## src/rtl/me_mem_access_if.sv

```systemverilog
// Data-memory bus between the MEM stage and the data memory.
// The MEM stage is the master: it drives the request, and the memory answers with ack/rdata.
interface me_mem_access_if;
  logic        dmem_req;
  logic        dmem_we;
  logic [31:0] dmem_addr;
  logic [31:0] dmem_wdata;
  logic [3:0]  dmem_wstrb;
  logic        dmem_ack;
  logic [31:0] dmem_rdata;

  modport master (
    output dmem_req, dmem_we, dmem_addr, dmem_wdata, dmem_wstrb,
    input  dmem_ack, dmem_rdata
  );

  modport slave (
    input  dmem_req, dmem_we, dmem_addr, dmem_wdata, dmem_wstrb,
    output dmem_ack, dmem_rdata
  );
endinterface

```

## src/rtl/me_mem_access.sv

```systemverilog
// MEM-stage data-memory access unit.
// Converts EX/MEM load/store controls into one req/ack bus transaction and stalls
// the pipeline while it is outstanding. Load results are returned aligned and extended.
// Optional build macro: MEM_MISALIGN_TRAP_EN. When it is defined, misaligned half/word
// accesses skip the bus and pulse mem_misalign instead.

// One byte lane of the store path: picks the source byte and the strobe bit for its lane.
module me_mem_access_lane #(
  parameter int LANE = 0
) (
  input  logic [1:0] size,    // 0 none, 1 byte, 2 half, 3 word
  input  logic [1:0] off,     // addr[1:0]
  input  logic [7:0] b_src,   // rs2[7:0]
  input  logic [7:0] h_src,   // rs2 byte at this lane's offset inside a halfword
  input  logic [7:0] w_src,   // rs2 byte at this lane's offset inside a word
  output logic [7:0] wbyte,
  output logic       strb
);
  localparam logic [1:0] L = 2'(LANE);

  // Lane replication and byte-enable for the current store size.
  always_comb begin
    wbyte = '0;
    strb  = 1'b0;
    case (size)
      2'd1: begin wbyte = b_src; strb = (off == L);       end
      2'd2: begin wbyte = h_src; strb = (off[1] == L[1]); end
      2'd3: begin wbyte = w_src; strb = 1'b1;             end
      default: ;
    endcase
  end
endmodule

module me_mem_access #(
  parameter int TIMEOUT_CYCLES = 255
) (
  input  logic             clk,
  input  logic             rst,
  input  logic             flush,
  input  logic [1:0]       me_write_ram_flag,
  input  logic [2:0]       me_read_ram_flag,
  input  logic [31:0]      me_alu_out,
  input  logic [31:0]      me_rs2_data,
  me_mem_access_if.master  bus,
  output logic             mem_stall,
  output logic [31:0]      mem_load_data,
  output logic             mem_load_valid,
  output logic             mem_bus_err
`ifdef MEM_MISALIGN_TRAP_EN
  ,
  output logic             mem_misalign
`endif
);
  localparam int NUM_LANES = 4;
  localparam int LANE_W    = 8;
  localparam logic [7:0] CNT_LAST = 8'(TIMEOUT_CYCLES - 1);

  typedef enum logic [1:0] {S_IDLE, S_REQ, S_DONE} state_t;

  state_t      state;
  logic [7:0]  cnt;
  logic        flush_seen;
  logic [2:0]  rd_kind;     // latched load type, 0 for stores
  logic [1:0]  addr_lo;     // latched byte offset for load extraction

  logic        is_wr, is_rd, access;
  logic [NUM_LANES-1:0][LANE_W-1:0] lane_wdata;
  logic [NUM_LANES-1:0]             lane_strb;
  logic [7:0]  ld_byte;
  logic [15:0] ld_half;
  logic [31:0] ld_ext;

  // Decode: any store wins over a load; read codes 6/7 are no-ops.
  always_comb begin
    is_wr  = (me_write_ram_flag != 2'd0);
    is_rd  = !is_wr && (me_read_ram_flag >= 3'd1) && (me_read_ram_flag <= 3'd5);
    access = is_wr || is_rd;
  end

`ifdef MEM_MISALIGN_TRAP_EN
  logic [1:0] acc_size;
  logic       misaligned;

  // Access size across loads and stores, used only to detect misalignment.
  always_comb begin
    acc_size = 2'd0;
    if (is_wr) acc_size = me_write_ram_flag;
    else if (is_rd) begin
      case (me_read_ram_flag)
        3'd1, 3'd4: acc_size = 2'd1;
        3'd2, 3'd5: acc_size = 2'd2;
        default:    acc_size = 2'd3;
      endcase
    end
    misaligned = ((acc_size == 2'd2) && me_alu_out[0]) ||
                 ((acc_size == 2'd3) && (me_alu_out[1:0] != 2'd0));
  end
`endif

  for (genvar i = 0; i < NUM_LANES; i++) begin : g_lane
    me_mem_access_lane #(.LANE(i)) u_lane (
      .size  (me_write_ram_flag),
      .off   (me_alu_out[1:0]),
      .b_src (me_rs2_data[7:0]),
      .h_src (me_rs2_data[LANE_W*(i%2) +: LANE_W]),
      .w_src (me_rs2_data[LANE_W*i +: LANE_W]),
      .wbyte (lane_wdata[i]),
      .strb  (lane_strb[i])
    );
  end

  // Load extraction from the returned word using the latched offset and type.
  always_comb begin
    ld_byte = bus.dmem_rdata[{addr_lo, 3'b000} +: 8];
    ld_half = bus.dmem_rdata[{addr_lo[1], 4'b0000} +: 16];
    case (rd_kind)
      3'd1:    ld_ext = {{24{ld_byte[7]}}, ld_byte};
      3'd2:    ld_ext = {{16{ld_half[15]}}, ld_half};
      3'd4:    ld_ext = {24'd0, ld_byte};
      3'd5:    ld_ext = {16'd0, ld_half};
      default: ld_ext = bus.dmem_rdata;
    endcase
  end

  // Hold earlier stages while issuing and while waiting; DONE lets EX/MEM advance.
  assign mem_stall = ((state == S_IDLE) && access && !flush) || (state == S_REQ);

  // Transaction FSM with all bus and result outputs registered.
  always_ff @(posedge clk) begin
    if (!rst) begin
      state          <= S_IDLE;
      cnt            <= '0;
      flush_seen     <= 1'b0;
      rd_kind        <= '0;
      addr_lo        <= '0;
      bus.dmem_req   <= 1'b0;
      bus.dmem_we    <= 1'b0;
      bus.dmem_addr  <= '0;
      bus.dmem_wdata <= '0;
      bus.dmem_wstrb <= '0;
      mem_load_data  <= '0;
      mem_load_valid <= 1'b0;
      mem_bus_err    <= 1'b0;
`ifdef MEM_MISALIGN_TRAP_EN
      mem_misalign   <= 1'b0;
`endif
    end else begin
      mem_load_valid <= 1'b0;
      mem_bus_err    <= 1'b0;
`ifdef MEM_MISALIGN_TRAP_EN
      mem_misalign   <= 1'b0;
`endif
      case (state)
        S_IDLE: begin
          cnt        <= '0;
          flush_seen <= 1'b0;
          if (access && !flush) begin
`ifdef MEM_MISALIGN_TRAP_EN
            if (misaligned) begin
              mem_misalign <= 1'b1;
              state        <= S_DONE;
            end else begin
`endif
              bus.dmem_req   <= 1'b1;
              bus.dmem_we    <= is_wr;
              bus.dmem_addr  <= {me_alu_out[31:2], 2'b00};
              bus.dmem_wdata <= is_wr ? lane_wdata : '0;
              bus.dmem_wstrb <= is_wr ? lane_strb : 4'b0000;
              rd_kind        <= is_wr ? 3'd0 : me_read_ram_flag;
              addr_lo        <= me_alu_out[1:0];
              state          <= S_REQ;
`ifdef MEM_MISALIGN_TRAP_EN
            end
`endif
          end
        end
        S_REQ: begin
          // A flush never cancels the bus cycle, it only suppresses the result.
          if (flush) flush_seen <= 1'b1;
          if (bus.dmem_ack) begin
            bus.dmem_req <= 1'b0;
            state        <= S_DONE;
            if (rd_kind != 3'd0) begin
              mem_load_data  <= ld_ext;
              mem_load_valid <= !flush_seen && !flush;
            end
          end else if (cnt == CNT_LAST) begin
            bus.dmem_req <= 1'b0;
            mem_bus_err  <= 1'b1;
            state        <= S_DONE;
            if (rd_kind != 3'd0) begin
              mem_load_data  <= '0;
              mem_load_valid <= !flush_seen && !flush;
            end
          end else begin
            cnt <= cnt + 8'd1;
          end
        end
        S_DONE: state <= S_IDLE;
        default: state <= S_IDLE;
      endcase
    end
  end
endmodule
```

## src/flat_wrapper.sv

```systemverilog
// flat-port wrapper written by rule: the top's interface ports become plain ports
module me_mem_access_flat 
#(
  parameter int TIMEOUT_CYCLES = 255
)
  (clk, rst, flush, me_write_ram_flag, me_read_ram_flag, me_alu_out, me_rs2_data, mem_stall, mem_load_data, mem_load_valid, mem_bus_err, bus_dmem_req, bus_dmem_we, bus_dmem_addr, bus_dmem_wdata, bus_dmem_wstrb, bus_dmem_ack, bus_dmem_rdata);
  me_mem_access_if bus_i ();
  input  logic clk;
  input  logic rst;
  input  logic flush;
  input  logic [1:0] me_write_ram_flag;
  input  logic [2:0] me_read_ram_flag;
  input  logic [31:0] me_alu_out;
  input  logic [31:0] me_rs2_data;
  output logic mem_stall;
  output logic [31:0] mem_load_data;
  output logic mem_load_valid;
  output logic mem_bus_err;
  output wire logic [$bits(bus_i.dmem_req)-1:0] bus_dmem_req;
  output wire logic [$bits(bus_i.dmem_we)-1:0] bus_dmem_we;
  output wire logic [$bits(bus_i.dmem_addr)-1:0] bus_dmem_addr;
  output wire logic [$bits(bus_i.dmem_wdata)-1:0] bus_dmem_wdata;
  output wire logic [$bits(bus_i.dmem_wstrb)-1:0] bus_dmem_wstrb;
  input wire logic [$bits(bus_i.dmem_ack)-1:0] bus_dmem_ack;
  input wire logic [$bits(bus_i.dmem_rdata)-1:0] bus_dmem_rdata;
  assign bus_dmem_req = bus_i.dmem_req;
  assign bus_dmem_we = bus_i.dmem_we;
  assign bus_dmem_addr = bus_i.dmem_addr;
  assign bus_dmem_wdata = bus_i.dmem_wdata;
  assign bus_dmem_wstrb = bus_i.dmem_wstrb;
  assign bus_i.dmem_ack = bus_dmem_ack;
  assign bus_i.dmem_rdata = bus_dmem_rdata;
  me_mem_access #(.TIMEOUT_CYCLES(TIMEOUT_CYCLES)) u_core (.clk(clk), .rst(rst), .flush(flush), .me_write_ram_flag(me_write_ram_flag), .me_read_ram_flag(me_read_ram_flag), .me_alu_out(me_alu_out), .me_rs2_data(me_rs2_data), .bus(bus_i), .mem_stall(mem_stall), .mem_load_data(mem_load_data), .mem_load_valid(mem_load_valid), .mem_bus_err(mem_bus_err));
endmodule
```

## config.mk

```make
export PLATFORM = sky130hd
export DESIGN_NAME = me_mem_access_flat
export DESIGN_NICKNAME = d
export VERILOG_FILES = /design/src/rtl/me_mem_access_if.sv /design/src/rtl/me_mem_access.sv /design/src/flat_wrapper.sv
export SDC_FILE = /design/constraint.sdc
export NUM_CORES = 1
export LEC_CHECK = 0
export ABC_AREA = 1
export CAP_MARGIN = 20
export CORE_MARGIN = 2
export CORE_UTILIZATION = 49
export DETAILED_ROUTE_END_ITERATION = 8
export HOLD_SLACK_MARGIN = 0.03
export PLACE_DENSITY = 0.9
export SYNTH_ARGS = -nofsm -noshare
export SYNTH_HDL_FRONTEND = slang
export SYNTH_SLANG_ARGS = --single-unit
```

## constraint.sdc

```tcl
create_clock -name clk -period 3.3 [get_ports clk]
set_input_delay 0.66 -clock clk [delete_from_list [all_inputs] [get_ports clk]]
set_output_delay 0.66 -clock clk [all_outputs]
set_load 0.02 [all_outputs]
```

== Word-level counts from Yosys, hierarchy flattened ==
Index checks and enable logic that the tools add are counted.

* Input port bits: 105
* Memories kept: 0
* Logic and storage cells: 99
* Output and inout bits: 105
* ROM bits: 0
* RAM bits: 0
* Register bits: 118
* Latch bits: 0

* Shifts and indexed selects: 2
* Bitwise gates (word level): 3
* Order comparisons: 2
* $mul: 0
* $add $sub $neg: 1
* Divide/modulo/power cells: 0
* Reductions and logical operators: 28
* Equal/unequal tests: 17
* Muxes and demuxes: 33

{| class="wikitable"
|+ Operator list
! kind !! number
|-
| two-way mux 32 bit || 5
|-
| one-hot mux 32 bit (4 select lines) || 1
|-
| one-hot mux 8 bit (2 select lines) || 3
|-
| variable part select 32 x 6 -> 16 bit || 1
|-
| variable part select 32 x 6 -> 8 bit || 1
|-
| two-way mux 8 bit || 3
|-
| one-hot mux 8 bit (3 select lines) || 1
|-
| one-hot mux 1 bit (3 select lines) || 4
|-
| AND reduction 3 bit || 3
|-
| adder 8 x 1 -> 8 bit, second input constant || 1
|-
| equality test 2 bit, second input constant || 4
|-
| equality test 8 bit, second input constant || 1
|-
| two-way mux 1 bit || 8
|-
| != test 2 bit, second input constant || 4
|-
| AND reduction 2 bit || 4
|-
| equality test 2 x 1 -> 1 bit, second input constant || 3
|-
| equality test 3 bit, second input constant || 2
|-
| logical AND 1 bit || 6
|-
| two-way mux 2 bit || 3
|-
| nonzero test 2 bit || 3
|-
| OR reduction 3 bit || 2
|-
| zero test 2 bit || 2
|-
| two-way mux 4 bit || 1
|-
| one-hot mux 1 bit (2 select lines) || 2
|-
| other kinds (12) || 18
|}

== Depth between registers and ports, before layout ==
* Word-level depth: 8
* Gate-level depth with buffers: 10
* Mapped depth without buffers: 10

== Hierarchy ==
Synthesis repeated with hierarchy kept, for this count alone.

* Cell total of the unflattened synthesis: 923
* Area total of the unflattened synthesis: 6287.3 um^2

{| class="wikitable"
|+ By module, submodules not included
! module !! instances !! sequential area each (um^2) !! cells each !! area each (um^2)
|-
| me_mem_access || 1 || 2362.3 || 746 || 5183.7
|-
| me_mem_access_lane (u_core.g_lane[0].u_lane) || 1 || 0.0 || 44 || 327.8
|-
| me_mem_access_lane (u_core.g_lane[2].u_lane) || 1 || 0.0 || 44 || 269.0
|-
| me_mem_access_lane (u_core.g_lane[3].u_lane) || 1 || 0.0 || 45 || 262.8
|-
| me_mem_access_lane (u_core.g_lane[1].u_lane) || 1 || 0.0 || 44 || 244.0
|}

== Least setup slack after synthesis ==
No wires, ideal clock.

* Kind: input port to output port
* From: input me_write_ram_flag[0]
* To: output mem_stall
* Buffers on the path: 2
* Data arrival time: 1624 ps
* Slack: 1016 ps
* Required time: 2640 ps
* Stages: 7
* Path through: inv_1 > ha_1 > o211ai_1 > nand2_1 > buf_4 > buf_2 > nand2_1

* Word-level cells in the longest chain between the ends: 8

{| class="wikitable"
|+ RTL lines
! item !! line !! text
|-
| from (decl) || flat_wrapper.sv:11 || <nowiki>input logic [1:0] me_write_ram_flag;</nowiki>
|-
| nonzero test 2 bit (*) || me_mem_access.sv:75 || <nowiki>is_wr = (me_write_ram_flag != 2'd0);</nowiki>
|-
| zero test 1 bit || me_mem_access.sv:76 || <nowiki>is_rd = !is_wr && (me_read_ram_flag >= 3'd1) && (me_read_ram_flag <= 3'd5);</nowiki>
|-
| logical AND 1 bit (2 in a row) || me_mem_access.sv:76 ||
|-
| logical OR 1 bit (*) || me_mem_access.sv:77 || <nowiki>access = is_wr || is_rd;</nowiki>
|-
| logical AND 1 bit (*) (2 in a row) || me_mem_access.sv:126 || <nowiki>assign mem_stall = ((state == S_IDLE) && access && !flush) || (state == S_REQ);</nowiki>
|-
| logical OR 1 bit (*) || me_mem_access.sv:126 ||
|-
| to (decl) || flat_wrapper.sv:15 || <nowiki>output logic mem_stall;</nowiki>
|}

Every way passes the cells marked *; elsewhere a longest branch is shown, timed or not.

== Final worst setup path ==
Same ends and word-level chain as after synthesis.

==> out/results.ini <==
[timing]
skew_ns = 0.009210
timing.hold.ws_ns = 0.4356
worstMarginPinSlew_ns = 0.7840
fmax_ghz = 0.3192
slew_headroom_pct = 47.66
rsz0062_at_grt = no
fin_setup_tns_ns = 0
hold_viol = 0
setup_viol = 0
drv_slew = 0
final.min_clock_period_ns = 3.133
min_period_over_period_pct = 94.93

[global_routing]
grt_use_total_pct = 29.16
overflow = 0
antenna_found_initial = 0
grt_max_degree = 76
grt_pass1_wl_mm = 30.13
grt_pass1_vias = 6245

[route]
vias_per_cell = 5.243
routedWlPerCell_microns = 15.04
finalWirelength_mm = 18.70
first_pass_iters = 5
drt-initial-drc-count = 499
drc = 0
dr_total_vias = 6522
antenna_left = 0

[final_layout]
drive_above_1_share_pct = 8.842
syn_to_final_growth_pct = 45.88
fillers = 932
diodes = 0
nNetsFinal = 1195
utilization_pct = 72.91

[floorplanning]
initial_utilization_pct = 49.98
core_area_sq_um = 11960
die_y_microns = 114.5
rows = 40
die-area_sq_um = 13100
die_x_microns = 114.5
io_pins = 210

[setup_path]
crit_arrival_ns = 2.47
timing.rr.start = u_core.state[1]
crit_required_ns = 2.64
timing.critical_path.from_type = primary input
critPathKind = primary input to primary output
crit_path_max_fanout = 5
startpoint = me_write_ram_flag[0]
cp-end-kind = primary output

[min_path]
hold_path_class = flop to flop
holdCritStartpoint = u_core.flush_seen

[status]
status = complete, no violations

[clocking]
clk_latency_ns = 0.41
holdBufCountCts = 0
cts_made_buffers = 17
clk_pin_slew_ns = 0.05
post-cts-setup-buffer-count = 0
cts.sinks = 118
clk_path_buf_depth = 2
cts_tree = yes
postCtsResizedCells = 0
cts-htree-levels = 4
cts_root_buffer = clkbuf_16

[placed_design]
numPortBuffers = 207
dp_hpwl_mm = 13.04
routabilityCongestion = 0.9013

[power_and_ir_drop]
vdd_drop_max_mv = 0.2807
p_leak_nw = 3.611
p_per_area_nw_per_um2 = 503.9

[flow_run]
cap_violations = 0

[synthesis]
yosys_warnings = 0
synth_cell_types = 32
synth.cell_area_sq_um = 5978
synth_edf_count = 0
synth_flop_cell = dfxtp_1
synth_area_per_cell_sq_um = 6.672
seq_area_frac_synth_pct = 39.51
netlist_instances = 896
async_flop_share_pct = 0
synth_seq_cells = 118

-- cell usage after synthesis, types with 2 or more instances --
master	instances	share of area, %
inv_2	6	0.38
buf_6	7	1.3
o211ai_1	11	1.4
a31oi_1	8	0.84
nor2_4	2	0.38
a21oi_1	65	5.4
a21oi_2	29	4.2
buf_2	13	1.1
inv_1	86	5.4
nand3_2	2	0.33
clkbuf_1	24	1.5
nand2_2	6	0.63
clkinv_1	3	0.19
ha_1	6	1.3
nand3_4	3	0.88
o21ai_1	2	0.17
nor2_1	110	6.9
nor4_1	2	0.21
xor2_1	2	0.29
nand2_1	272	17
buf_4	5	0.63
o21ai_0	54	4.5
nand4_1	2	0.21
buf_1	2	0.13
dfxtp_1	118	40
nand3_1	50	4.2
-- stage by stage --
step	instance area [sq um]	total power [mW]	std cells	setup WS, ns
floorplan	5982	1.982	897	1.016
global placement	8059	2.322	1212	0.2340
detailed placement	8059	2.335	1212	0.1404
CTS	8721	4.411	1244	0.1669
global route	8721	4.561	1244	0.05583
finish	8721	4.395	1244	0.1672
-- state kept, by name, indices dropped and copies added, names as in the netlist --
signal                 flops
u_core.bus.dmem_req        1
u_core.mem_bus_err         1
u_core.mem_load_data      32
u_core.mem_load_valid      1
u_core.addr_lo             2
u_core.cnt                 8
u_core.rd_kind             3
u_core.bus.dmem_wdata     32
u_core.flush_seen          1
u_core.bus.dmem_addr      30
u_core.state               2
u_core.bus.dmem_we         1
u_core.bus.dmem_wstrb      4
-- logic make-up (layout without fill, tap and decap cells) --
logic type	count (synthesis)	count (layout)	share of synthesized area, %
xor gates and xnor gates	3	3	0.4396
and+or+nand+nor	452	452	31.35
DFF	118	118	39.51
AOI/OAI and AO/OA	170	170	16.74
adders and majority gates	6	6	1.256
other	1	2	0.06273
buffers and inverters	146	346	10.63
-- metal layers --
| metal | GRT usage [%] | wire, microns | up-vias |
|---|---|---|---|
| met5 | 0 | 0 | - |
| met4 | 15.61 | 868 | 0 |
| met3 | 9.264 | 1751 | 61 |
| met2 | 48.60 | 8785 | 324 |
| met1 | 33.28 | 7299 | 2940 |
| li1 | - | - | 3197 |
-- area by class of cell --
cell class / instances / area (sq um) / share of cell area (%)
clock buffers: 18 / 439.2 / 5.036
clock inverters: 14 / 222.7 / 2.554
inverters: 95 / 356.6 / 4.089
multi-input cells: 633 / 2987 / 34.25
flip-flops and latches: 118 / 2362 / 27.09
well taps: 147 / 183.9 / 2.109
repair buffers: 219 / 2170 / 24.88
-- placed cells by master (no fill, tap or decap), types with 2 or more instances in the layout --
master,count
nor2_4,2
o211ai_1,11
a31oi_1,8
nand3_4,3
a21oi_2,29
conb_1,2
clkbuf_16,17
clkinv_1,3
nand2_1,271
ha_1,6
buf_4,11
xor2_1,2
dfxtp_1,118
a21oi_1,65
clkinv_4,4
o21ai_1,2
nor4_1,2
nor2_1,110
inv_2,6
inv_6,2
nand3_1,50
inv_1,86
nand4_1,2
bufinv_16,5
o21ai_0,54
clkinvlp_4,2
nand3_2,2
nand2_2,7
clkdlybuf4s50_1,206
-- power by group --
group	switching, mW	internal, mW	total, mW
Clock	0.707	1.37	2.08
Combinational	0.433	0.340	0.774
Sequential	0.0471	1.50	1.55
-- worst max-delay path, cell delays in order --
cell             delay, ns
clkdlybuf4s50_1       0.55
inv_1                 0.09
ha_1                  0.26
o211ai_1              0.15
nand2_2               0.08
nand2_1               0.08
clkdlybuf4s50_1       0.60
-- worst paths after layout --
path                                                  to  slack (ns)  cells past startpoint
worst min-delay path               u_core.mem_load_valid        0.44                      1
worst min register to register     u_core.mem_load_valid        0.44                      1
worst max-delay path                           mem_stall        0.17                      7
worst max register to register  u_core.bus.dmem_addr[10]        1.13                      9
(Power assumes the default switching activity.)
